## src/rtl/upc_ctrl_pkg.sv

```systemverilog
// ----------------------------------------------------------------------------
// upc_ctrl_pkg
// Shared type definitions for the UPC checkout sequencing controller.
//   state_t : controller FSM state encoding (IDLE, SETTLE, DECIDE, ALARM)
// ----------------------------------------------------------------------------
package upc_ctrl_pkg;

  typedef enum logic [1:0] {
    IDLE   = 2'd0,
    SETTLE = 2'd1,
    DECIDE = 2'd2,
    ALARM  = 2'd3
  } state_t;

  // Width of the settle-window counter; covers SETTLE_CYCLES up to 15.
  localparam int unsigned SETTLE_W = 4;

endpackage : upc_ctrl_pkg

```

## src/rtl/edge_det.sv

```systemverilog
// ----------------------------------------------------------------------------
// edge_det
// Rising-edge detector on an already-synchronized level input. The previous
// sample resets to 1 so that a level held high across reset release does not
// look like a fresh press.
// Ports:
//   i_clk     : system clock
//   i_reset_n : synchronous active-low reset
//   i_level   : synchronized level input
//   o_edge    : high for the cycle in which i_level rises
// ----------------------------------------------------------------------------
module edge_det (
  input  logic i_clk,
  input  logic i_reset_n,
  input  logic i_level,
  output logic o_edge
);

  logic r_prev;

  // Previous-sample register, updated every cycle.
  always_ff @(posedge i_clk) begin
    if (!i_reset_n) begin
      r_prev <= 1'b1;
    end else begin
      r_prev <= i_level;
    end
  end

  assign o_edge = i_level & ~r_prev;

endmodule : edge_det

```

## src/rtl/upc_checkout_ctrl.sv

```systemverilog
// ----------------------------------------------------------------------------
// upc_checkout_ctrl
// Turns scan / clear button presses into single checkout transactions for the
// combinational UPC checker: latches the item code, waits a settle window,
// samples the verdict, keeps saturating per-session tallies and holds a theft
// alarm until acknowledged.
// Ports:
//   i_clk, i_reset_n         : clock, synchronous active-low reset
//   i_scan_btn, i_clr_btn    : scan request / alarm acknowledge levels
//   i_new_sess               : clear tallies (IDLE only)
//   i_upc, i_mark            : item code and security mark from switches
//   i_discounted_in/i_stolen_in : verdict from the UPC checker
//   o_upc_q, o_mark_q        : latched item driven to checker and display
//   o_busy, o_alarm          : status (not IDLE / in ALARM)
//   o_last_disc              : verdict of the last accepted item
//   o_item_cnt, o_disc_cnt, o_stolen_cnt : saturating tallies
// ----------------------------------------------------------------------------
module upc_checkout_ctrl
  import upc_ctrl_pkg::*;
#(
  parameter int unsigned SETTLE_CYCLES = 2,
  parameter int unsigned CNT_W         = 4
) (
  input  logic             i_clk,
  input  logic             i_reset_n,
  input  logic             i_scan_btn,
  input  logic             i_clr_btn,
  input  logic             i_new_sess,
  input  logic [2:0]       i_upc,
  input  logic             i_mark,
  input  logic             i_discounted_in,
  input  logic             i_stolen_in,
  output logic [2:0]       o_upc_q,
  output logic             o_mark_q,
  output logic             o_busy,
  output logic             o_alarm,
  output logic             o_last_disc,
  output logic [CNT_W-1:0] o_item_cnt,
  output logic [CNT_W-1:0] o_disc_cnt,
  output logic [CNT_W-1:0] o_stolen_cnt
);

  localparam logic [SETTLE_W-1:0] SETTLE_LAST = SETTLE_W'(SETTLE_CYCLES - 1);
  localparam logic [SETTLE_W-1:0] SETTLE_ONE  = {{(SETTLE_W-1){1'b0}}, 1'b1};
  localparam logic [CNT_W-1:0]    CNT_ZERO    = {CNT_W{1'b0}};
  localparam logic [CNT_W-1:0]    CNT_ONE     = {{(CNT_W-1){1'b0}}, 1'b1};
  localparam logic [CNT_W-1:0]    CNT_MAX     = {CNT_W{1'b1}};

  // Tallies stick at full scale rather than wrapping.
  function automatic logic [CNT_W-1:0] sat_inc(input logic [CNT_W-1:0] v);
    return (v == CNT_MAX) ? v : (v + CNT_ONE);
  endfunction

  state_t              r_state,      w_state_nxt;
  logic [SETTLE_W-1:0] r_settle_cnt, w_settle_nxt;
  logic [2:0]          r_upc_q,      w_upc_nxt;
  logic                r_mark_q,     w_mark_nxt;
  logic                r_last_disc,  w_last_disc_nxt;
  logic [CNT_W-1:0]    r_item_cnt,   w_item_nxt;
  logic [CNT_W-1:0]    r_disc_cnt,   w_disc_nxt;
  logic [CNT_W-1:0]    r_stolen_cnt, w_stolen_nxt;
  logic                r_busy;
  logic                r_alarm;
  logic                w_scan_edge;
  logic                w_clr_edge;

  edge_det u_scan_edge (
    .i_clk     (i_clk),
    .i_reset_n (i_reset_n),
    .i_level   (i_scan_btn),
    .o_edge    (w_scan_edge)
  );

  edge_det u_clr_edge (
    .i_clk     (i_clk),
    .i_reset_n (i_reset_n),
    .i_level   (i_clr_btn),
    .o_edge    (w_clr_edge)
  );

  // Next-state and next-datapath logic; events not legal in a state are dropped.
  always_comb begin
    w_state_nxt     = r_state;
    w_settle_nxt    = r_settle_cnt;
    w_upc_nxt       = r_upc_q;
    w_mark_nxt      = r_mark_q;
    w_last_disc_nxt = r_last_disc;
    w_item_nxt      = r_item_cnt;
    w_disc_nxt      = r_disc_cnt;
    w_stolen_nxt    = r_stolen_cnt;
    case (r_state)
      IDLE: begin
        // A scan in the same cycle as new_sess takes priority.
        if (w_scan_edge) begin
          w_upc_nxt    = i_upc;
          w_mark_nxt   = i_mark;
          w_settle_nxt = {SETTLE_W{1'b0}};
          w_state_nxt  = SETTLE;
        end else if (i_new_sess) begin
          w_item_nxt      = CNT_ZERO;
          w_disc_nxt      = CNT_ZERO;
          w_stolen_nxt    = CNT_ZERO;
          w_last_disc_nxt = 1'b0;
        end else begin
          w_state_nxt = IDLE;
        end
      end
      SETTLE: begin
        w_settle_nxt = r_settle_cnt + SETTLE_ONE;
        if (r_settle_cnt == SETTLE_LAST) begin
          w_state_nxt = DECIDE;
        end else begin
          w_state_nxt = SETTLE;
        end
      end
      DECIDE: begin
        if (i_stolen_in) begin
          w_stolen_nxt = sat_inc(r_stolen_cnt);
          w_state_nxt  = ALARM;
        end else begin
          w_item_nxt      = sat_inc(r_item_cnt);
          w_last_disc_nxt = i_discounted_in;
          if (i_discounted_in) begin
            w_disc_nxt = sat_inc(r_disc_cnt);
          end else begin
            w_disc_nxt = r_disc_cnt;
          end
          w_state_nxt = IDLE;
        end
      end
      ALARM: begin
        if (w_clr_edge) begin
          w_state_nxt = IDLE;
        end else begin
          w_state_nxt = ALARM;
        end
      end
      default: begin
        w_state_nxt = IDLE;
      end
    endcase
  end

  // State and datapath registers; status flags are registered from next state.
  always_ff @(posedge i_clk) begin
    if (!i_reset_n) begin
      r_state      <= IDLE;
      r_settle_cnt <= {SETTLE_W{1'b0}};
      r_upc_q      <= 3'b000;
      r_mark_q     <= 1'b0;
      r_last_disc  <= 1'b0;
      r_item_cnt   <= CNT_ZERO;
      r_disc_cnt   <= CNT_ZERO;
      r_stolen_cnt <= CNT_ZERO;
      r_busy       <= 1'b0;
      r_alarm      <= 1'b0;
    end else begin
      r_state      <= w_state_nxt;
      r_settle_cnt <= w_settle_nxt;
      r_upc_q      <= w_upc_nxt;
      r_mark_q     <= w_mark_nxt;
      r_last_disc  <= w_last_disc_nxt;
      r_item_cnt   <= w_item_nxt;
      r_disc_cnt   <= w_disc_nxt;
      r_stolen_cnt <= w_stolen_nxt;
      r_busy       <= (w_state_nxt != IDLE);
      r_alarm      <= (w_state_nxt == ALARM);
    end
  end

  assign o_upc_q      = r_upc_q;
  assign o_mark_q     = r_mark_q;
  assign o_busy       = r_busy;
  assign o_alarm      = r_alarm;
  assign o_last_disc  = r_last_disc;
  assign o_item_cnt   = r_item_cnt;
  assign o_disc_cnt   = r_disc_cnt;
  assign o_stolen_cnt = r_stolen_cnt;

endmodule : upc_checkout_ctrl

```

## config.mk

```make
export PLATFORM = sky130hd
export DESIGN_NAME = upc_checkout_ctrl
export DESIGN_NICKNAME = d
export VERILOG_FILES = /design/src/rtl/upc_ctrl_pkg.sv /design/src/rtl/edge_det.sv /design/src/rtl/upc_checkout_ctrl.sv
export SDC_FILE = /design/constraint.sdc
export NUM_CORES = 1
export LEC_CHECK = 0
export CORE_MARGIN = 10
export CORE_UTILIZATION = 50
export DETAILED_ROUTE_END_ITERATION = 6
export GPL_TIMING_DRIVEN = 0
export PLACE_DENSITY = 0.85
export SYNTH_ARGS = -nofsm -noshare
export SYNTH_HDL_FRONTEND = slang
export SYNTH_SLANG_ARGS = --single-unit
```

## constraint.sdc

```tcl
create_clock -name i_clk -period 2.8 [get_ports i_clk]
set_input_delay 0.56 -clock i_clk [delete_from_list [all_inputs] [get_ports i_clk]]
set_output_delay 0.56 -clock i_clk [all_outputs]
set_load 0.02 [all_outputs]
```

Word-level counts from Yosys, hierarchy flattened
Cells that the tools add are included.
{"block": "word_totals", "register_bits": 27, "inputBits": 11}
{"block": "op_classes", "n_addsub": 4, "eq_ne": 17, "mux": 24, "bitwise_logic": 4, "n_reduce_logical": 10}
{"operator": "$mux 4", "n": 10}
{"operator": "$pmux 4 s2", "n": 4}
{"operator": "$add 4x1->4 const B", "n": 4}
{"operator": "$ne 2x2->1 const B", "n": 8}
{"operator": "$eq 4x4->1 const B", "n": 3}
{"operator": "$mux 2", "n": 5}
{"operator": "$reduce_and 5->1", "n": 2}
{"operator": "$pmux 2 s4", "n": 1}
{"operator": "$eq 2x2->1 const B", "n": 3}
{"operator": "$reduce_and 6->1", "n": 1}
{"operator": "$reduce_bool 2->1", "n": 3}
{"operator": "$eq 4x1->1 const B", "n": 1}
{"operator": "$reduce_and 2->1", "n": 2}
{"operator": "$reduce_and 4->1", "n": 1}
{"operator": "$mux 1", "n": 3}
{"operator": "$and 1x1->1", "n": 2}
{"operator": "$eq 2x1->1 const B", "n": 1}
{"operator": "$logic_not 2->1", "n": 1}
{"operator": "$ne 2x1->1 const B", "n": 1}
{"operator": "$not 1->1", "n": 2}
{"operator": "$pmux 1 s2", "n": 1}

Logic depth before layout (Yosys ltp)
Gate-level depths: netlist of the first run.
{"block": "logic_depth", "word_depth": 5, "mapped_depth": 5}

Cells and area by module
Synthesis of the first run repeated with hierarchy kept, for this count alone.
{"block": "unflattened", "hier_cells": 140, "hier_area_um2": 1367.6}
{"mod": "upc_checkout_ctrl", "n_inst": 1, "cells_per_inst": 134, "area_per_inst_um2": 1287.5}
{"mod": "edge_det", "n_inst": 2, "cells_per_inst": 3, "area_per_inst_um2": 40.0}

Worst setup path before layout of the first run
Ideal clock, no wire load.
{"block": "synth_path", "path_kind": "register -> register", "from": "reg r_item_cnt[0] (netlist: o_item_cnt[0])", "to": "reg r_item_cnt[2] (netlist: o_item_cnt[2])", "arrival_ns": 1.340, "path_slack_ns": 1.345, "path_stages_with_launch": 6, "path_buffers": 0, "cell_sequence": "dfxtp_1 > ha_1 > inv_1 > o41ai_1 > o41ai_1 > and3_1"}
{"block": "synth_between", "elab_chain_len": 4, "elab_cells_between_ends": 7, "cone_classes": "add/sub: 1; eq/ne: 2; mux: 3; reduce/logical: 1"}
{"item": "start: declaration", "line": "upc_checkout_ctrl.sv:59", "text": "logic [CNT_W-1:0] r_item_cnt, w_item_nxt;"}
{"item": "start signal: assignment", "line": "upc_checkout_ctrl.sv:163", "text": "r_item_cnt <= w_item_nxt;"}
{"item": "$add 4x1->4", "line": "upc_checkout_ctrl.sv:51", "text": "return (v == CNT_MAX) ? v : (v + CNT_ONE);"}
{"item": "$mux 4", "line": "upc_checkout_ctrl.sv:51"}
{"item": "$mux 4", "line": "upc_checkout_ctrl.sv:117", "text": "if (i_stolen_in) begin"}
{"item": "$pmux 4 s2", "line": "upc_checkout_ctrl.sv:91", "text": "case (r_state)"}
Parallel ways exist; a longest one is shown, timed or not. The select of a mux whose other input is x is not followed.
A chain may end at the register's enable or synchronous reset.

Worst setup path after layout of the first run
{"block": "layout_path", "from": "reg r_item_cnt[2] (netlist: o_item_cnt[2])", "to": "out o_item_cnt[2]"}
{"item": "end: declaration", "line": "upc_checkout_ctrl.sv:38", "text": "output logic [CNT_W-1:0] o_item_cnt,"}
No word-level cell between the ends.

==> flow_metrics.tcl, run 1 <==
set metrics [dict create \
    wl_per_cell_um 14.7 \
    diodes 0 \
    pwr-share-seq_pct 61.9 \
    die_h_um 70.7 \
    clock_skew_ps 3.09 \
    cts_buffers 3 \
    finalNetCount 198 \
    power.switching_w 0.000159 \
    drtAntennaViolNets 0 \
    critical_path.top_delay_family "buffers and inverters" \
    cts.path.max_buffers 2 \
    placed_area_um2 1620 \
    setup_violations 0 \
    synth_fp_nets 164 \
    ys.flop_type "dfxtp_1" \
    first_global_vias 1145 \
    drt-initial-drc-count 111 \
    vias 1189 \
    period_needed_ps 1960 \
    hp-class "flop to flop" \
    whs_ps 470 \
    report.final.hold_viol_count 0 \
    hpwl_mm 2.35 \
    critPathBufInv 1 \
    cts_tree "done" \
    holdBufCountCts 0 \
    r2r_slack_ps 1320 \
    combPwrFrac_pct 11.9 \
    worst_setup_path_end_kind "primary output" \
    drc 0 \
    ys_ff_latch 27 \
    drt-total-wl_mm 3.11 \
    netSwitchingFraction_pct 24.7 \
    die_w_um 70.7 \
    p_leak_nw 0.572 \
    path_cells "clkdlybuf4s50_1" \
    synth_edf_count 0 \
    fmax_ghz 0.510 \
    area_growth_pct 27.5 \
    grt_pass1_wl_mm 5.31 \
    worst_pin_slew_ps 474 \
    hold_start "o_mark_q$_SDFFE_PN0P_" \
    clk-insertion-delay-late_ps 320 \
    dr.pass1.iters 4 \
    p_clk_share_pct 26.2 \
    start_util_pct 52.0 \
    netlist_area_um2 1290 \
    grt_overflow 0 \
    clock_sinks 27 \
    critPathLaunchType "flop" \
    rsz0062_at_grt "no" \
    crit_slowest_cell "clkdlybuf4s50_1" \
    worst_r2r_path_depth 5 \
    syn_area_per_cell_um2 8.70 \
    synth_warnings 0 \
    cts_resized 0 \
    multi_input_area_um2 693 \
    grt_max_degree 15 \
    r2r-start "r_state[1]$_SDFF_PN0_" \
    grt_util_met2_pct 20.4 \
    register_area_um2 541 \
    core_um2 2480 \
    min_delay_path_depth 2 \
    root_buffer "clkbuf_4" \
    h-tree-depth 1 \
    worstHoldEndpoint "o_mark_q$_SDFFE_PN0P_" \
    fin_tns_setup_ps 0 \
    required_ps 2240 \
    port_buffers 29 \
    internal-power_w 0.000483 \
    drive_gt1_share_pct 6.08 \
    crit_arrival_ps 1400 \
    slew_violations 0 \
    synth_area_leaders "dfxtp_1 (42%), a21oi_1 (5.4%), nand2_1 (5.2%)" \
    cap_violations 0 \
    die_area_um2 5000 \
    antenna_found_initial 0 \
    power_density_nw_per_um2 391 \
    synthCells 148 \
    busiest_layer "met2" \
    ys_seq_area_share_pct 42.0 \
    grt_util_met3_pct 4.32 \
    yosysTopAreaCell "dfxtp_1" \
    met1_usage_pct 14.3 \
    cpPeakStageDelay_ps 640 \
    ir_worst_vdd_uv 315 \
    fin_crit_sh_pct 70.1 \
    synth_cell_types 38 \
    std_cell_rows 18 \
    via_per_inst 5.64 \
    max_slew_margin_pct 68.4 \
    num_io_pins 30 \
    design_area_um2 1640 \
    post_cts_buffers 0 \
    r2r-end "o_item_cnt[2]$_SDFFE_PN0P_" \
    clk_pin_slew_worst_paths_ps 140 \
    synth_top_area_share_pct 42.0 \
    outcome "finished clean" \
    fin_util_pct 66.3 \
    nFillCells 229 \
    grt_usage_pct 12.2 \
    async_flop_share_pct 0 \
    worstPathMaxFanout 6 \
    gp_routability_congestion 0.795 \
    setup.worst_path.class "flop to primary output" \
]
registers in the layout, indices dropped and copies added, names as in the netlist:
| name | flops |
|---|---|
| u_clr_edge.r_prev | 1 |
| r_state | 2 |
| o_mark_q | 1 |
| u_scan_edge.r_prev | 1 |
| r_settle_cnt | 4 |
| o_item_cnt | 4 |
| o_upc_q | 3 |
| o_alarm | 1 |
| o_last_disc | 1 |
| o_stolen_cnt | 4 |
| o_busy | 1 |
| o_disc_cnt | 4 |
cell usage after synthesis (all sizes together) (3+ instances only):
library cell,count
a21oi,14
a31oi,4
buf,3
dfxtp,27
ha,5
inv,4
nand2,18
nand2b,5
nand3,10
nand3b,4
nor2,13
nor3,4
o21ai,9
worst max path at each step:
stage	from	slack [ps]	to	depth (start not counted)
2_1_floorplan	o_item_cnt[0]$_SDFFE_PN0P_	1340	o_item_cnt[2]$_SDFFE_PN0P_	5
3_3_place_gp	i_scan_btn	760	r_settle_cnt[1]$_SDFFE_PN0P_	5
3_5_place_dp	i_scan_btn	740	r_settle_cnt[3]$_SDFFE_PN0P_	6
4_1_cts	o_item_cnt[2]$_SDFFE_PN0P_	830	o_item_cnt[2]	1
5_1_grt	o_item_cnt[2]$_SDFFE_PN0P_	750	o_item_cnt[2]	1
6_report	o_item_cnt[2]$_SDFFE_PN0P_	840	o_item_cnt[2]	1
cells in the final DEF (no fill, tap or decap), types with 2 or more instances in the layout:
| cell type | n |
|---|---|
| clkdlybuf4s50_1 | 29 |
| dfxtp_1 | 27 |
| nand2_1 | 18 |
| a21oi_1 | 14 |
| nor2_1 | 12 |
| nand3_1 | 10 |
| o21ai_0 | 7 |
| nand2b_1 | 5 |
| ha_1 | 5 |
| inv_1 | 4 |
| a31oi_1 | 4 |
| nor3_1 | 4 |
| nand3b_1 | 4 |
| clkbuf_1 | 3 |
| clkbuf_4 | 3 |
| buf_6 | 2 |
| nand4_1 | 2 |
| a32oi_2 | 2 |
| and3_1 | 2 |
| nor2b_1 | 2 |
| o41ai_1 | 2 |
| o21ai_1 | 2 |
final cells by class:
cell class	instances	area share, %
clock buffer	4	1.60
multi-input combinational	111	42.2
timing repair buffer	29	17.7
inverter	5	1.14
buffer	5	2.13
sequential	27	32.9
tap	30	2.29
logic make-up (layout without fill, tap and decap cells):
group / after synthesis / in the layout / synth area share (%)
buffers and inverters: 10 / 43 / 4.18
DFF: 27 / 27 / 42.0
adders and majority gates: 5 / 5 / 4.86
and+or+nand+nor: 68 / 68 / 29.4
muxes: 2 / 2 / 1.65
AOI/OAI and AO/OA: 36 / 36 / 17.9
power groups by stage:
stage | clock, W | sequential [W] | combinational, W
2_1_floorplan | 0 | 0.000408 | 0.0000393
3_3_place_gp | 0 | 0.000405 | 0.0000740
3_5_place_dp | 0 | 0.000405 | 0.0000758
4_1_cts | 0.000172 | 0.000397 | 0.0000765
5_1_grt | 0.000188 | 0.000398 | 0.0000827
6_report | 0.000168 | 0.000397 | 0.0000762
per-stage QoR:
step	setup WS [ps]	power (W)	cells
floorplan	1340	0.000447	148
global placement	761	0.000479	207
detailed placement	736	0.000481	207
CTS	828	0.000645	211
global route	754	0.000669	211
finish	838	0.000642	211
per-layer routing:
metal  routed length, µm  part of all wire, %
met1                1380                   44
met2                1500                   48
met3                 206                  6.6
met4                  17                 0.55
met5                   0                    0
Power figures use the tool's default switching activity.
==> run 2: changes to the inputs <==
Settings changed: CORE_UTILIZATION 50 to 44, PLACE_DENSITY 0.85 to 0.8.
Clock period 2.8 ns to 1.7 ns, I/O delays scaled along.
==> flow_metrics.tcl, run 2 (synthesized netlist as in run 1, its figures left out) <==
set metrics [dict create \
    outcome "finished clean" \
    num_io_pins 30 \
    grt_usage_pct 11.9 \
    cts.path.max_buffers 2 \
    r2r_slack_ps 240 \
    nFillCells 265 \
    critPathBufInv 1 \
    grt_pass1_wl_mm 5.31 \
    internal-power_w 0.000793 \
    worst_r2r_path_depth 4 \
    root_buffer "clkbuf_4" \
    clk-insertion-delay-late_ps 320 \
    std_cell_rows 19 \
    gp_routability_congestion 0.770 \
    hpwl_mm 2.39 \
    power.switching_w 0.000271 \
    critPathLaunchType "flop" \
    drc 0 \
    core_um2 2780 \
    r2r-end "r_settle_cnt[1]$_SDFFE_PN0P_" \
    die_h_um 74.1 \
    path_cells "clkdlybuf4s50_1" \
    cp_num_cells 1 \
    met1_usage_pct 13.1 \
    clock_sinks 27 \
    busiest_layer "met2" \
    netSwitchingFraction_pct 25.5 \
    power_density_nw_per_um2 648 \
    critical_path.top_delay_family "buffers and inverters" \
    final_cells 212 \
    crit_slowest_cell "clkdlybuf4s50_1" \
    pwr-share-seq_pct 61.5 \
    endpoint "o_upc_q[1]" \
    rsz0062_at_grt "no" \
    combPwrFrac_pct 11.8 \
    clock_skew_ps 7.53 \
    start_util_pct 46.3 \
    grt_max_degree 17 \
    r2r-start "r_state[0]$_SDFF_PN0_" \
    drt-initial-drc-count 58 \
    register_area_um2 541 \
    critPathLaunch "o_upc_q[1]$_SDFFE_PN0P_" \
    h-tree-depth 1 \
    grt_util_met3_pct 3.72 \
    worstPathMaxFanout 2 \
    clk_pin_slew_worst_paths_ps 150 \
    drtAntennaViolNets 0 \
    worst_pin_slew_ps 479 \
    drt-total-wl_mm 3.20 \
    max_slew_margin_pct 68.1 \
    ir_worst_vdd_uv 469 \
    report.final.hold_viol_count 0 \
    vias 1200 \
    fin_util_pct 59.0 \
    final_cell_mix "dfxtp_1 (27), nand2_1 (18), clkdlybuf4s50_1 (16)" \
    wl_per_cell_um 15.1 \
    port_buffers 29 \
    fmax_ghz 0.607 \
    fin_crit_sh_pct 96.9 \
    setup.worst_path.class "flop to primary output" \
    final_common_cell "dfxtp_1" \
    hp-class "flop to flop" \
    die_w_um 74.1 \
    diodes 0 \
    drive_gt1_share_pct 6.63 \
    die_area_um2 5490 \
    p_leak_nw 0.675 \
    area_growth_pct 27.5 \
    finalNetCount 198 \
    slew_violations 0 \
    cts_buffers 3 \
    placedCellCount 208 \
    whs_ps 470 \
    p_clk_share_pct 26.7 \
    multi_input_area_um2 693 \
    cap_violations 0 \
    antenna_found_initial 0 \
    crit_arrival_ps 1310 \
    first_global_vias 1168 \
    period_needed_ps 1650 \
    required_ps 1360 \
    grt_util_met2_pct 20.8 \
    cpPeakStageDelay_ps 620 \
    worst_setup_path_end_kind "primary output" \
    cts_tree "done" \
    grt_overflow 0 \
    setup_violations 0 \
    via_per_inst 5.66 \
    dr.pass1.iters 4 \
]
==> run 2: how the worst min path moves through the flow <==
stage / from / end / depth (start not counted)
after global placement: o_upc_q[1]$_SDFFE_PN0P_ / o_upc_q[1]$_SDFFE_PN0P_ / 2
after detailed placement: o_mark_q$_SDFFE_PN0P_ / o_mark_q$_SDFFE_PN0P_ / 2
after CTS: o_upc_q[2]$_SDFFE_PN0P_ / o_upc_q[2]$_SDFFE_PN0P_ / 2
after global routing: o_upc_q[1]$_SDFFE_PN0P_ / o_upc_q[1]$_SDFFE_PN0P_ / 2
final: o_upc_q[2]$_SDFFE_PN0P_ / o_upc_q[2]$_SDFFE_PN0P_ / 2
after floorplan: i_clr_btn / u_clr_edge.r_prev$_SDFF_PN1_ / 1
==> run 2: metal layers <==
layer  vias up  part of all wire [%]
met5         -                     0
met4         0                  0.91
met3         4                   7.0
met2        30                    50
met1       563                    42
li1        603                     -
==> run 2: final cells by class <==
class	instances	area share (%)
Multi-Input combinational cell	111	42.2
Clock buffer	3	1.37
Tap cell	31	2.36
Inverter	5	1.14
Timing Repair Buffer	29	17.4
Buffer	5	2.13
Clock inverter	1	0.457
Sequential cell	27	32.9
==> run 2: per-stage QoR <==
step | power, W | setup WS [ps] | TNS (ps) | cell area, µm²
after floorplan | 0.000737 | 245 | 0 | 1290
after global placement | 0.000790 | -122 | -917 | 1620
after detailed placement | 0.000793 | -171 | -1310 | 1620
after CTS | 0.00107 | 1.48 | 0 | 1630
after global routing | 0.00111 | 0.612 | 0 | 1640
final | 0.00106 | 52.1 | 0 | 1640
==> run 2: what timing repair did <==
action | 4_1_cts | 5_1_grt
setup buffers | 0 | 0
hold buffers | 0 | 0
endpoints found under the setup margin | 10 | 3
gates cloned | 0 | 0
gates resized for setup | 10 | 3
==> run 2: power by group through the flow <==
stage / combinational (W) / sequential (W) / clock [W]
6_report: 0.000125 / 0.000655 / 0.000284
5_1_grt: 0.000139 / 0.000656 / 0.000315
2_1_floorplan: 0.0000647 / 0.000672 / 0
3_5_place_dp: 0.000125 / 0.000668 / 0
4_1_cts: 0.000125 / 0.000655 / 0.000292
3_3_place_gp: 0.000123 / 0.000667 / 0
